===== config.mk =====
export PLATFORM = sky130hd
export DESIGN_NAME = prv_trap_sequencer_flat
export DESIGN_NICKNAME = d
export VERILOG_FILES = /design/src/rtl/prv_trap_sequencer_pkg.sv /design/src/rtl/prv_trap_sequencer_if.sv /design/src/rtl/prv_trap_sequencer_cause_priority.sv /design/src/rtl/prv_trap_sequencer.sv /design/src/flat_wrapper.sv
export SDC_FILE = /design/constraint.sdc
export NUM_CORES = 1
export LEC_CHECK = 0
export BUFFER_PORTS_ARGS = -buffer_cell sky130_fd_sc_hd__buf_2
export CORE_MARGIN = 1
export CORE_UTILIZATION = 46
export CTS_CLUSTER_SIZE = 25
export DETAILED_ROUTE_END_ITERATION = 10
export GPL_TIMING_DRIVEN = 0
export PLACE_DENSITY = 0.76
export SLEW_MARGIN = 20
export SYNTH_ARGS = -nofsm -noshare
export SYNTH_HDL_FRONTEND = slang
export SYNTH_SLANG_ARGS = --single-unit

===== constraint.sdc =====
create_clock -name CLK -period 2.17 [get_ports CLK]
set_clock_uncertainty 0.15 [all_clocks]
set_input_delay 0.3255 -clock CLK [delete_from_list [all_inputs] [get_ports CLK]]
set_output_delay 0.3255 -clock CLK [all_outputs]
set_load 0.005 [all_outputs]

===== src/rtl/prv_trap_sequencer_pkg.sv =====
// Shared machine-mode types: trap cause codes, sequencer states, mtvec modes.
package machine_mode_types_pkg;

  localparam int unsigned EXC_W  = 9;
  localparam int unsigned CODE_W = 4;

  typedef enum logic [3:0] {
    EXC_MAL_INSN    = 4'd0,
    EXC_FAULT_INSN  = 4'd1,
    EXC_ILLEGAL     = 4'd2,
    EXC_BREAKPOINT  = 4'd3,
    EXC_MAL_LOAD    = 4'd4,
    EXC_FAULT_LOAD  = 4'd5,
    EXC_MAL_STORE   = 4'd6,
    EXC_FAULT_STORE = 4'd7,
    EXC_ENV_M       = 4'd11
  } exc_code_e;

  typedef enum logic [3:0] {
    INT_SOFT  = 4'd3,
    INT_TIMER = 4'd7,
    INT_EXT   = 4'd11
  } int_code_e;

  typedef enum logic [2:0] {
    ST_IDLE,
    ST_DRAIN,
    ST_COMMIT,
    ST_RESTORE,
    ST_REDIRECT
  } trap_seq_state_t;

  typedef enum logic {
    KIND_TRAP,
    KIND_RET
  } trap_kind_e;

  localparam logic [1:0] MTVEC_MODE_DIRECT   = 2'd0;
  localparam logic [1:0] MTVEC_MODE_VECTORED = 2'd1;

endpackage


===== src/rtl/prv_trap_sequencer_if.sv =====
// Event inputs and CSR/fetch outputs between hazard unit, sequencer and CSR file.
interface prv_trap_sequencer_if #(
  parameter int unsigned XLEN = 32
);
  logic [8:0]      exc_vec;
  logic            timer_int;
  logic            soft_int;
  logic            ext_int;
  logic [2:0]      mie_bits;
  logic            mstatus_mie;
  logic            mstatus_mpie;
  logic            ret;
  logic [XLEN-1:0] epc;
  logic [XLEN-1:0] badaddr;
  logic [XLEN-1:0] mtvec;
  logic [XLEN-1:0] mepc;
  logic            pipe_clear;
  logic            flush_req;
  logic [XLEN-1:0] mcause_next;
  logic [XLEN-1:0] mepc_next;
  logic [XLEN-1:0] mbadaddr_next;
  logic            mstatus_mie_next;
  logic            mstatus_mpie_next;
  logic            mcause_rup;
  logic            mepc_rup;
  logic            mbadaddr_rup;
  logic            mstatus_rup;
  logic            insert_pc;
  logic [XLEN-1:0] priv_pc;
  logic            busy;
  logic            drain_timeout;

  modport master (
    output exc_vec, timer_int, soft_int, ext_int, mie_bits, mstatus_mie, mstatus_mpie,
           ret, epc, badaddr, mtvec, mepc, pipe_clear,
    input  flush_req, mcause_next, mepc_next, mbadaddr_next, mstatus_mie_next,
           mstatus_mpie_next, mcause_rup, mepc_rup, mbadaddr_rup, mstatus_rup,
           insert_pc, priv_pc, busy, drain_timeout
  );

  modport slave (
    input  exc_vec, timer_int, soft_int, ext_int, mie_bits, mstatus_mie, mstatus_mpie,
           ret, epc, badaddr, mtvec, mepc, pipe_clear,
    output flush_req, mcause_next, mepc_next, mbadaddr_next, mstatus_mie_next,
           mstatus_mpie_next, mcause_rup, mepc_rup, mbadaddr_rup, mstatus_rup,
           insert_pc, priv_pc, busy, drain_timeout
  );
endinterface


===== src/rtl/prv_trap_sequencer_cause_priority.sv =====
// Combinational priority encoder: raw exceptions and eligible interrupts to one cause.
module prv_cause_priority
  import machine_mode_types_pkg::*;
(
  input  logic [EXC_W-1:0]  exc_vec_i,
  input  logic [2:0]        int_elig_i,   // {ext, timer, soft}
  output logic              valid_c_o,
  output logic              intr_c_o,
  output logic [CODE_W-1:0] code_c_o
);

  // Exceptions in fixed order, then ext > soft > timer interrupts.
  always_comb begin
    valid_c_o = 1'b1;
    intr_c_o  = 1'b0;
    code_c_o  = '0;
    if (exc_vec_i[0])       code_c_o = EXC_BREAKPOINT;
    else if (exc_vec_i[1])  code_c_o = EXC_FAULT_INSN;
    else if (exc_vec_i[2])  code_c_o = EXC_MAL_INSN;
    else if (exc_vec_i[3])  code_c_o = EXC_ILLEGAL;
    else if (exc_vec_i[4])  code_c_o = EXC_ENV_M;
    else if (exc_vec_i[5])  code_c_o = EXC_MAL_STORE;
    else if (exc_vec_i[6])  code_c_o = EXC_MAL_LOAD;
    else if (exc_vec_i[7])  code_c_o = EXC_FAULT_STORE;
    else if (exc_vec_i[8])  code_c_o = EXC_FAULT_LOAD;
    else if (int_elig_i[2]) begin
      intr_c_o = 1'b1;
      code_c_o = INT_EXT;
    end else if (int_elig_i[0]) begin
      intr_c_o = 1'b1;
      code_c_o = INT_SOFT;
    end else if (int_elig_i[1]) begin
      intr_c_o = 1'b1;
      code_c_o = INT_TIMER;
    end else begin
      valid_c_o = 1'b0;
    end
  end

endmodule


===== src/rtl/prv_trap_sequencer.sv =====
// Orders trap entry / mret into drain, CSR update strobes and a fetch redirect.
module prv_trap_sequencer
  import machine_mode_types_pkg::*;
#(
  parameter int unsigned XLEN        = 32,
  parameter int unsigned VECTORED_EN = 1,
  parameter int unsigned DRAIN_MAX   = 64
) (
  input  logic CLK,
  input  logic nRST,
  prv_trap_sequencer_if.slave bus
);

  localparam int unsigned CNT_W = (DRAIN_MAX > 2) ? $clog2(DRAIN_MAX) : 1;

  logic              pri_valid;
  logic              pri_intr;
  logic [CODE_W-1:0] pri_code;
  logic [2:0]        int_elig;

  trap_seq_state_t   state_q, state_d;
  trap_kind_e        kind_q, kind_d;
  logic [CODE_W-1:0] code_q, code_d;
  logic              intr_q, intr_d;
  logic [XLEN-1:0]   epc_q, epc_d, badaddr_q, badaddr_d;
  logic [CNT_W-1:0]  cnt_q, cnt_d;
  logic              timeout_q, timeout_d;

  logic              flush_q, flush_d, busy_q, busy_d;
  logic              mcause_rup_q, mcause_rup_d, mepc_rup_q, mepc_rup_d;
  logic              mbad_rup_q, mbad_rup_d, mstatus_rup_q, mstatus_rup_d;
  logic              insert_q, insert_d;
  logic              mie_next_q, mie_next_d, mpie_next_q, mpie_next_d;
  logic [XLEN-1:0]   mcause_q, mcause_d, mepc_next_q, mepc_next_d;
  logic [XLEN-1:0]   mbad_next_q, mbad_next_d, priv_pc_q, priv_pc_d;

  assign int_elig = {bus.ext_int & bus.mie_bits[2],
                     bus.timer_int & bus.mie_bits[1],
                     bus.soft_int & bus.mie_bits[0]} & {3{bus.mstatus_mie}};

  prv_cause_priority u_prio (
    .exc_vec_i (bus.exc_vec),
    .int_elig_i(int_elig),
    .valid_c_o (pri_valid),
    .intr_c_o  (pri_intr),
    .code_c_o  (pri_code)
  );

  // State, captured event and registered outputs.
  always_ff @(posedge CLK or negedge nRST) begin
    if (!nRST) begin
      state_q       <= ST_IDLE;
      kind_q        <= KIND_TRAP;
      code_q        <= '0;
      intr_q        <= 1'b0;
      epc_q         <= '0;
      badaddr_q     <= '0;
      cnt_q         <= '0;
      timeout_q     <= 1'b0;
      flush_q       <= 1'b0;
      busy_q        <= 1'b0;
      mcause_rup_q  <= 1'b0;
      mepc_rup_q    <= 1'b0;
      mbad_rup_q    <= 1'b0;
      mstatus_rup_q <= 1'b0;
      insert_q      <= 1'b0;
      mie_next_q    <= 1'b0;
      mpie_next_q   <= 1'b0;
      mcause_q      <= '0;
      mepc_next_q   <= '0;
      mbad_next_q   <= '0;
      priv_pc_q     <= '0;
    end else begin
      state_q       <= state_d;
      kind_q        <= kind_d;
      code_q        <= code_d;
      intr_q        <= intr_d;
      epc_q         <= epc_d;
      badaddr_q     <= badaddr_d;
      cnt_q         <= cnt_d;
      timeout_q     <= timeout_d;
      flush_q       <= flush_d;
      busy_q        <= busy_d;
      mcause_rup_q  <= mcause_rup_d;
      mepc_rup_q    <= mepc_rup_d;
      mbad_rup_q    <= mbad_rup_d;
      mstatus_rup_q <= mstatus_rup_d;
      insert_q      <= insert_d;
      mie_next_q    <= mie_next_d;
      mpie_next_q   <= mpie_next_d;
      mcause_q      <= mcause_d;
      mepc_next_q   <= mepc_next_d;
      mbad_next_q   <= mbad_next_d;
      priv_pc_q     <= priv_pc_d;
    end
  end

  // Next state, then outputs decoded from the state being entered so they register in step.
  always_comb begin
    state_d       = state_q;
    kind_d        = kind_q;
    code_d        = code_q;
    intr_d        = intr_q;
    epc_d         = epc_q;
    badaddr_d     = badaddr_q;
    cnt_d         = cnt_q;
    timeout_d     = timeout_q;
    flush_d       = 1'b0;
    mcause_rup_d  = 1'b0;
    mepc_rup_d    = 1'b0;
    mbad_rup_d    = 1'b0;
    mstatus_rup_d = 1'b0;
    insert_d      = 1'b0;
    mie_next_d    = mie_next_q;
    mpie_next_d   = mpie_next_q;
    mcause_d      = mcause_q;
    mepc_next_d   = mepc_next_q;
    mbad_next_d   = mbad_next_q;
    priv_pc_d     = priv_pc_q;

    case (state_q)
      ST_IDLE: begin
        if (pri_valid || bus.ret) begin
          kind_d    = pri_valid ? KIND_TRAP : KIND_RET;
          code_d    = pri_code;
          intr_d    = pri_valid & pri_intr;
          epc_d     = bus.epc;
          badaddr_d = bus.badaddr;
          state_d   = ST_DRAIN;
        end
      end
      ST_DRAIN: begin
        if (bus.pipe_clear) begin
          cnt_d   = '0;
          state_d = (kind_q == KIND_TRAP) ? ST_COMMIT : ST_RESTORE;
        end else if (cnt_q == CNT_W'(DRAIN_MAX - 1)) begin
          timeout_d = 1'b1;
        end else begin
          cnt_d = cnt_q + CNT_W'(1);
        end
      end
      ST_COMMIT:   state_d = ST_REDIRECT;
      ST_RESTORE:  state_d = ST_REDIRECT;
      ST_REDIRECT: state_d = ST_IDLE;
      default:     state_d = ST_IDLE;
    endcase

    case (state_d)
      ST_DRAIN: flush_d = 1'b1;
      ST_COMMIT: begin
        mcause_rup_d            = 1'b1;
        mepc_rup_d              = 1'b1;
        mstatus_rup_d           = 1'b1;
        mcause_d                = '0;
        mcause_d[XLEN-1]        = intr_q;
        mcause_d[CODE_W-1:0]    = code_q;
        mepc_next_d             = {epc_q[XLEN-1:2], 2'b00};
        mpie_next_d             = bus.mstatus_mie;
        mie_next_d              = 1'b0;
        if (!intr_q && (code_q inside {EXC_MAL_INSN, EXC_MAL_LOAD, EXC_FAULT_LOAD,
                                       EXC_MAL_STORE, EXC_FAULT_STORE})) begin
          mbad_rup_d  = 1'b1;
          mbad_next_d = badaddr_q;
        end
      end
      ST_RESTORE: begin
        mstatus_rup_d = 1'b1;
        mie_next_d    = bus.mstatus_mpie;
        mpie_next_d   = 1'b1;
      end
      ST_REDIRECT: begin
        insert_d = 1'b1;
        if (kind_q == KIND_RET) begin
          priv_pc_d = bus.mepc;
        end else if ((VECTORED_EN != 0) && (bus.mtvec[1:0] == MTVEC_MODE_VECTORED) && intr_q) begin
          priv_pc_d = {bus.mtvec[XLEN-1:2], 2'b00} + XLEN'({code_q, 2'b00});
        end else begin
          priv_pc_d = {bus.mtvec[XLEN-1:2], 2'b00};
        end
      end
      default: ;
    endcase

    busy_d = (state_d != ST_IDLE);
  end

  assign bus.flush_req         = flush_q;
  assign bus.busy              = busy_q;
  assign bus.drain_timeout     = timeout_q;
  assign bus.mcause_rup        = mcause_rup_q;
  assign bus.mepc_rup          = mepc_rup_q;
  assign bus.mbadaddr_rup      = mbad_rup_q;
  assign bus.mstatus_rup       = mstatus_rup_q;
  assign bus.insert_pc         = insert_q;
  assign bus.mstatus_mie_next  = mie_next_q;
  assign bus.mstatus_mpie_next = mpie_next_q;
  assign bus.mcause_next       = mcause_q;
  assign bus.mepc_next         = mepc_next_q;
  assign bus.mbadaddr_next     = mbad_next_q;
  assign bus.priv_pc           = priv_pc_q;

endmodule


===== src/flat_wrapper.sv =====
// flat-port wrapper written by rule: the top's interface ports become plain ports
module prv_trap_sequencer_flat import machine_mode_types_pkg::*;
#(
  parameter int unsigned XLEN        = 32,
  parameter int unsigned VECTORED_EN = 1,
  parameter int unsigned DRAIN_MAX   = 64
)
  (CLK, nRST, bus_exc_vec, bus_timer_int, bus_soft_int, bus_ext_int, bus_mie_bits, bus_mstatus_mie, bus_mstatus_mpie, bus_ret, bus_epc, bus_badaddr, bus_mtvec, bus_mepc, bus_pipe_clear, bus_flush_req, bus_mcause_next, bus_mepc_next, bus_mbadaddr_next, bus_mstatus_mie_next, bus_mstatus_mpie_next, bus_mcause_rup, bus_mepc_rup, bus_mbadaddr_rup, bus_mstatus_rup, bus_insert_pc, bus_priv_pc, bus_busy, bus_drain_timeout);
  prv_trap_sequencer_if #(.XLEN(XLEN)) bus_i ();
  input  logic CLK;
  input  logic nRST;
  input wire logic [$bits(bus_i.exc_vec)-1:0] bus_exc_vec;
  input wire logic [$bits(bus_i.timer_int)-1:0] bus_timer_int;
  input wire logic [$bits(bus_i.soft_int)-1:0] bus_soft_int;
  input wire logic [$bits(bus_i.ext_int)-1:0] bus_ext_int;
  input wire logic [$bits(bus_i.mie_bits)-1:0] bus_mie_bits;
  input wire logic [$bits(bus_i.mstatus_mie)-1:0] bus_mstatus_mie;
  input wire logic [$bits(bus_i.mstatus_mpie)-1:0] bus_mstatus_mpie;
  input wire logic [$bits(bus_i.ret)-1:0] bus_ret;
  input wire logic [$bits(bus_i.epc)-1:0] bus_epc;
  input wire logic [$bits(bus_i.badaddr)-1:0] bus_badaddr;
  input wire logic [$bits(bus_i.mtvec)-1:0] bus_mtvec;
  input wire logic [$bits(bus_i.mepc)-1:0] bus_mepc;
  input wire logic [$bits(bus_i.pipe_clear)-1:0] bus_pipe_clear;
  output wire logic [$bits(bus_i.flush_req)-1:0] bus_flush_req;
  output wire logic [$bits(bus_i.mcause_next)-1:0] bus_mcause_next;
  output wire logic [$bits(bus_i.mepc_next)-1:0] bus_mepc_next;
  output wire logic [$bits(bus_i.mbadaddr_next)-1:0] bus_mbadaddr_next;
  output wire logic [$bits(bus_i.mstatus_mie_next)-1:0] bus_mstatus_mie_next;
  output wire logic [$bits(bus_i.mstatus_mpie_next)-1:0] bus_mstatus_mpie_next;
  output wire logic [$bits(bus_i.mcause_rup)-1:0] bus_mcause_rup;
  output wire logic [$bits(bus_i.mepc_rup)-1:0] bus_mepc_rup;
  output wire logic [$bits(bus_i.mbadaddr_rup)-1:0] bus_mbadaddr_rup;
  output wire logic [$bits(bus_i.mstatus_rup)-1:0] bus_mstatus_rup;
  output wire logic [$bits(bus_i.insert_pc)-1:0] bus_insert_pc;
  output wire logic [$bits(bus_i.priv_pc)-1:0] bus_priv_pc;
  output wire logic [$bits(bus_i.busy)-1:0] bus_busy;
  output wire logic [$bits(bus_i.drain_timeout)-1:0] bus_drain_timeout;
  assign bus_i.exc_vec = bus_exc_vec;
  assign bus_i.timer_int = bus_timer_int;
  assign bus_i.soft_int = bus_soft_int;
  assign bus_i.ext_int = bus_ext_int;
  assign bus_i.mie_bits = bus_mie_bits;
  assign bus_i.mstatus_mie = bus_mstatus_mie;
  assign bus_i.mstatus_mpie = bus_mstatus_mpie;
  assign bus_i.ret = bus_ret;
  assign bus_i.epc = bus_epc;
  assign bus_i.badaddr = bus_badaddr;
  assign bus_i.mtvec = bus_mtvec;
  assign bus_i.mepc = bus_mepc;
  assign bus_i.pipe_clear = bus_pipe_clear;
  assign bus_flush_req = bus_i.flush_req;
  assign bus_mcause_next = bus_i.mcause_next;
  assign bus_mepc_next = bus_i.mepc_next;
  assign bus_mbadaddr_next = bus_i.mbadaddr_next;
  assign bus_mstatus_mie_next = bus_i.mstatus_mie_next;
  assign bus_mstatus_mpie_next = bus_i.mstatus_mpie_next;
  assign bus_mcause_rup = bus_i.mcause_rup;
  assign bus_mepc_rup = bus_i.mepc_rup;
  assign bus_mbadaddr_rup = bus_i.mbadaddr_rup;
  assign bus_mstatus_rup = bus_i.mstatus_rup;
  assign bus_insert_pc = bus_i.insert_pc;
  assign bus_priv_pc = bus_i.priv_pc;
  assign bus_busy = bus_i.busy;
  assign bus_drain_timeout = bus_i.drain_timeout;
  prv_trap_sequencer #(.XLEN(XLEN), .VECTORED_EN(VECTORED_EN), .DRAIN_MAX(DRAIN_MAX)) u_core (.CLK(CLK), .nRST(nRST), .bus(bus_i));
endmodule

==> results.json <==
{
  "die_area_um2": 19000,
  "final_cells": 1464,
  "synth_area_leaders": "dfrtp_1 (55%), nand2_1 (10%), mux2_2 (8.9%), buf_4 (2.7%), o21ai_0 (1.8%)",
  "setup_violations": 18,
  "drc_errors": 0,
  "n_antenna_cell": 0,
  "grtUsageMet3_pct": 5.92,
  "path_class": "reg2reg",
  "outcome": "finished with violations",
  "num_io_pins": 287,
  "max_freq_mhz": 437,
  "drv_cap": 0,
  "swShare_pct": 36.5,
  "cp_max_fo": 6,
  "ant_nets": 0,
  "overflow": 0,
  "hold_class": "in2reg",
  "combPwrFrac_pct": 38.5,
  "async_flop_share_pct": 100,
  "synth-seq-cells": 185,
  "whs_ps": 20.1,
  "htreeDepth": 4,
  "dr.first_iter.drc_count": 458,
  "grt_usage_pct": 26.3,
  "fillers": 1331,
  "antenna_found_initial": 0,
  "setup_slack_ps": -120,
  "clkSinkCount": 185,
  "drive_gt1_share_pct": 39.1,
  "synth_area_per_cell_um2": 10.1,
  "vias": 7705,
  "rsz0062_at_grt": "true",
  "power_frac_seq_pct": 39.3,
  "gr-usage-met2_pct": 45.4,
  "drv_slew": 0,
  "power_mw": 15.0,
  "p_switching_mw": 5.48,
  "yosys.area.top_type": "dfrtp_1",
  "synth_top_cell_area_share_pct": 54.7,
  "worst_setup_path_start_kind": "flip-flop",
  "place_hpwl_mm": 16.9,
  "yosysUniqueCellTypes": 59,
  "gp_congestion": 0.883,
  "num_rows": 49,
  "die_h_um": 138,
  "crit_path_end_kind": "flip-flop",
  "cp.arrival_ps": 2440,
  "clk_pin_slew_ps": 70,
  "synth_edf_count": 0,
  "p_int_mw": 9.54,
  "cts_buffer_depth": 2,
  "period_needed_ps": 2290,
  "cts_tree": "built",
  "initial_utilization_pct": 47.0,
  "syn_inst": 838,
  "grt_max_degree": 84,
  "synth.cell_area_um2": 8470,
  "viasPerCell": 5.26,
  "clock-root-buffer": "clkbuf_16",
  "power.leakage_nw": 6.25,
  "grt_pass1_wl_mm": 38.0,
  "yosysWarnings": 0,
  "grt_pass1_vias": 7683,
  "dp.cells": 1352,
  "syn2layout_area_growth_pct": 42.4,
  "relSlewSlack_pct": 51.7,
  "p_clk_share_pct": 22.2,
  "worstMarginPinSlew_ps": 719,
  "finalCritPeriodShare_pct": 106,
  "chipWidth_um": 138,
  "portBuffers": 255,
  "use_met1_pct": 31.7,
  "synth_seq_area_share_pct": 54.7,
  "coreArea_um2": 18000,
  "power_density_nw_per_um2": 1250,
  "gr-max-usage-layer": "met2",
  "clock_latency_ps": 420,
  "wl_mm": 25.2,
  "setup_tns_ps": -745,
  "ir_worst_vdd_mv": 0.773,
  "cp.required_ps": 2320,
  "violations": "setup timing",
  "fin_nets": 1377,
  "hold_viol": 0,
  "cts_buffers": 17,
  "drtPass1Iterations": 6,
  "synth_top_flop_cell": "dfrtp_1",
  "wire_per_inst_um": 17.2
}
-- registers in the layout, summed over array words and instances (netlist names), 3 cells and up --
name	cells
u_core.bus.mcause_next	5
u_core.epc_q	30
u_core.cnt_q	6
u_core.bus.priv_pc	32
u_core.badaddr_q	32
u_core.bus.mepc_next	30
u_core.code_q	4
u_core.state_q	3
u_core.bus.mbadaddr_next	32
-- repair_timing --
action | in CTS | in global routing
hold buffers | 66 | 0
gates cloned | 1 | 5
hold endpoints to repair | 117 | 0
resized for setup | 46 | 39
pin swaps | 14 | 13
setup endpoints to repair | 117 | 113
setup buffers | 4 | 7
-- metrics by stage --
step	utilization (%)	instance area, um2	worst slack [ps]
finish	66.9	12100	-120
floorplan	-	8620	-3.14
global route	66.9	12100	-176
CTS	65.3	11800	-135
global placement	56.5	10200	-2390
detailed placement	56.9	10300	-470
-- final timing paths --
check,end,slack [ps],start,cells past startpoint
max,u_core.bus.priv_pc[22],-120,u_core.code_q[0],9
min,u_core.bus.priv_pc[22],20,bus_mepc[22],3
max reg2reg,u_core.bus.priv_pc[22],-120,u_core.code_q[0],9
min reg2reg,u_core.bus.priv_pc[1],310,u_core.bus.priv_pc[1],2
max in group asynchronous,u_core.code_q[0],600,nRST,4
min in group asynchronous,u_core.bus.busy,250,nRST,2
-- layer usage --
metal / vias up / wire length (um)
met2: 361 / 12700
met5: - / 0
met3: 46 / 1860
met1: 3722 / 10100
met4: 0 / 581
li1: 3576 / -
-- cells in the mapped netlist (3+ instances only) --
cell / number
a2111oi_0: 3
a21o_1: 4
a21oi_1: 28
and3_1: 10
buf_1: 5
buf_2: 12
buf_4: 30
buf_6: 4
clkbuf_1: 25
dfrtp_1: 185
ha_1: 5
inv_1: 16
mux2_2: 67
mux2i_1: 6
nand2_1: 231
nand2b_1: 4
nand3_1: 18
nand4_1: 6
nor2_1: 35
nor3_1: 9
nor4_1: 13
nor4_2: 3
o21a_1: 4
o21ai_0: 31
o22ai_1: 12
o31a_1: 4
o31ai_1: 3
or4_1: 5
xnor2_1: 14
xor2_1: 4
-- power groups by stage --
stage / registers [mW] / logic [mW] / clock network (mW)
2_1_floorplan: 5.84 / 3.06 / 0
3_3_place_gp: 5.82 / 5.05 / 0
3_5_place_dp: 5.89 / 5.23 / 0
4_1_cts: 5.86 / 5.53 / 3.38
5_1_grt: 6.09 / 6.47 / 3.51
6_report: 5.90 / 5.78 / 3.33
-- critical path: stages, from the launching register on --
cell      delay, ps
dfrtp_2         410
ha_4            150
inv_2            30
fa_2            340
nand2b_4        160
a21o_4          240
buf_12          150
o311a_4         300
a21oi_2         140
nand3_1          90
-- cells in the final DEF, fill, tap and decap left out, types with 12 or more instances in the layout --
| cell type | count |
|---|---|
| nand2_1 | 229 |
| clkbuf_1 | 15 |
| dlygate4sd3_1 | 66 |
| conb_1 | 29 |
| buf_4 | 42 |
| clkbuf_16 | 20 |
| xnor2_1 | 13 |
| a21oi_1 | 26 |
| nor2_1 | 30 |
| dfrtp_1 | 180 |
| o21ai_0 | 29 |
| inv_1 | 15 |
| buf_2 | 265 |
| mux2_2 | 66 |
| o22ai_1 | 12 |
| nand3_1 | 18 |
-- logic make-up after synthesis --
group / after synthesis / synth area share, %
mux: 73 / 9.62
flops: 185 / 54.7
other cells: 1 / 0.0443
compound gates: 111 / 8.22
simple gates: 352 / 18.7
buf+inv: 92 / 5.94
xor+xnor: 18 / 1.86
fa+ha+maj: 6 / 0.975
-- cell type report --
cell class / count / area, um2 / share of cell area (%)
buffer: 73 / 485 / 4.03
tap: 229 / 287 / 2.38
multi-input combinational: 590 / 3750 / 31.1
clock buffer: 18 / 429 / 3.56
clock inverter: 14 / 203 / 1.68
inverter: 16 / 60.1 / 0.498
sequential: 185 / 4640 / 38.4
timing repair buffer: 339 / 2200 / 18.3
(Power assumes the default switching activity.)
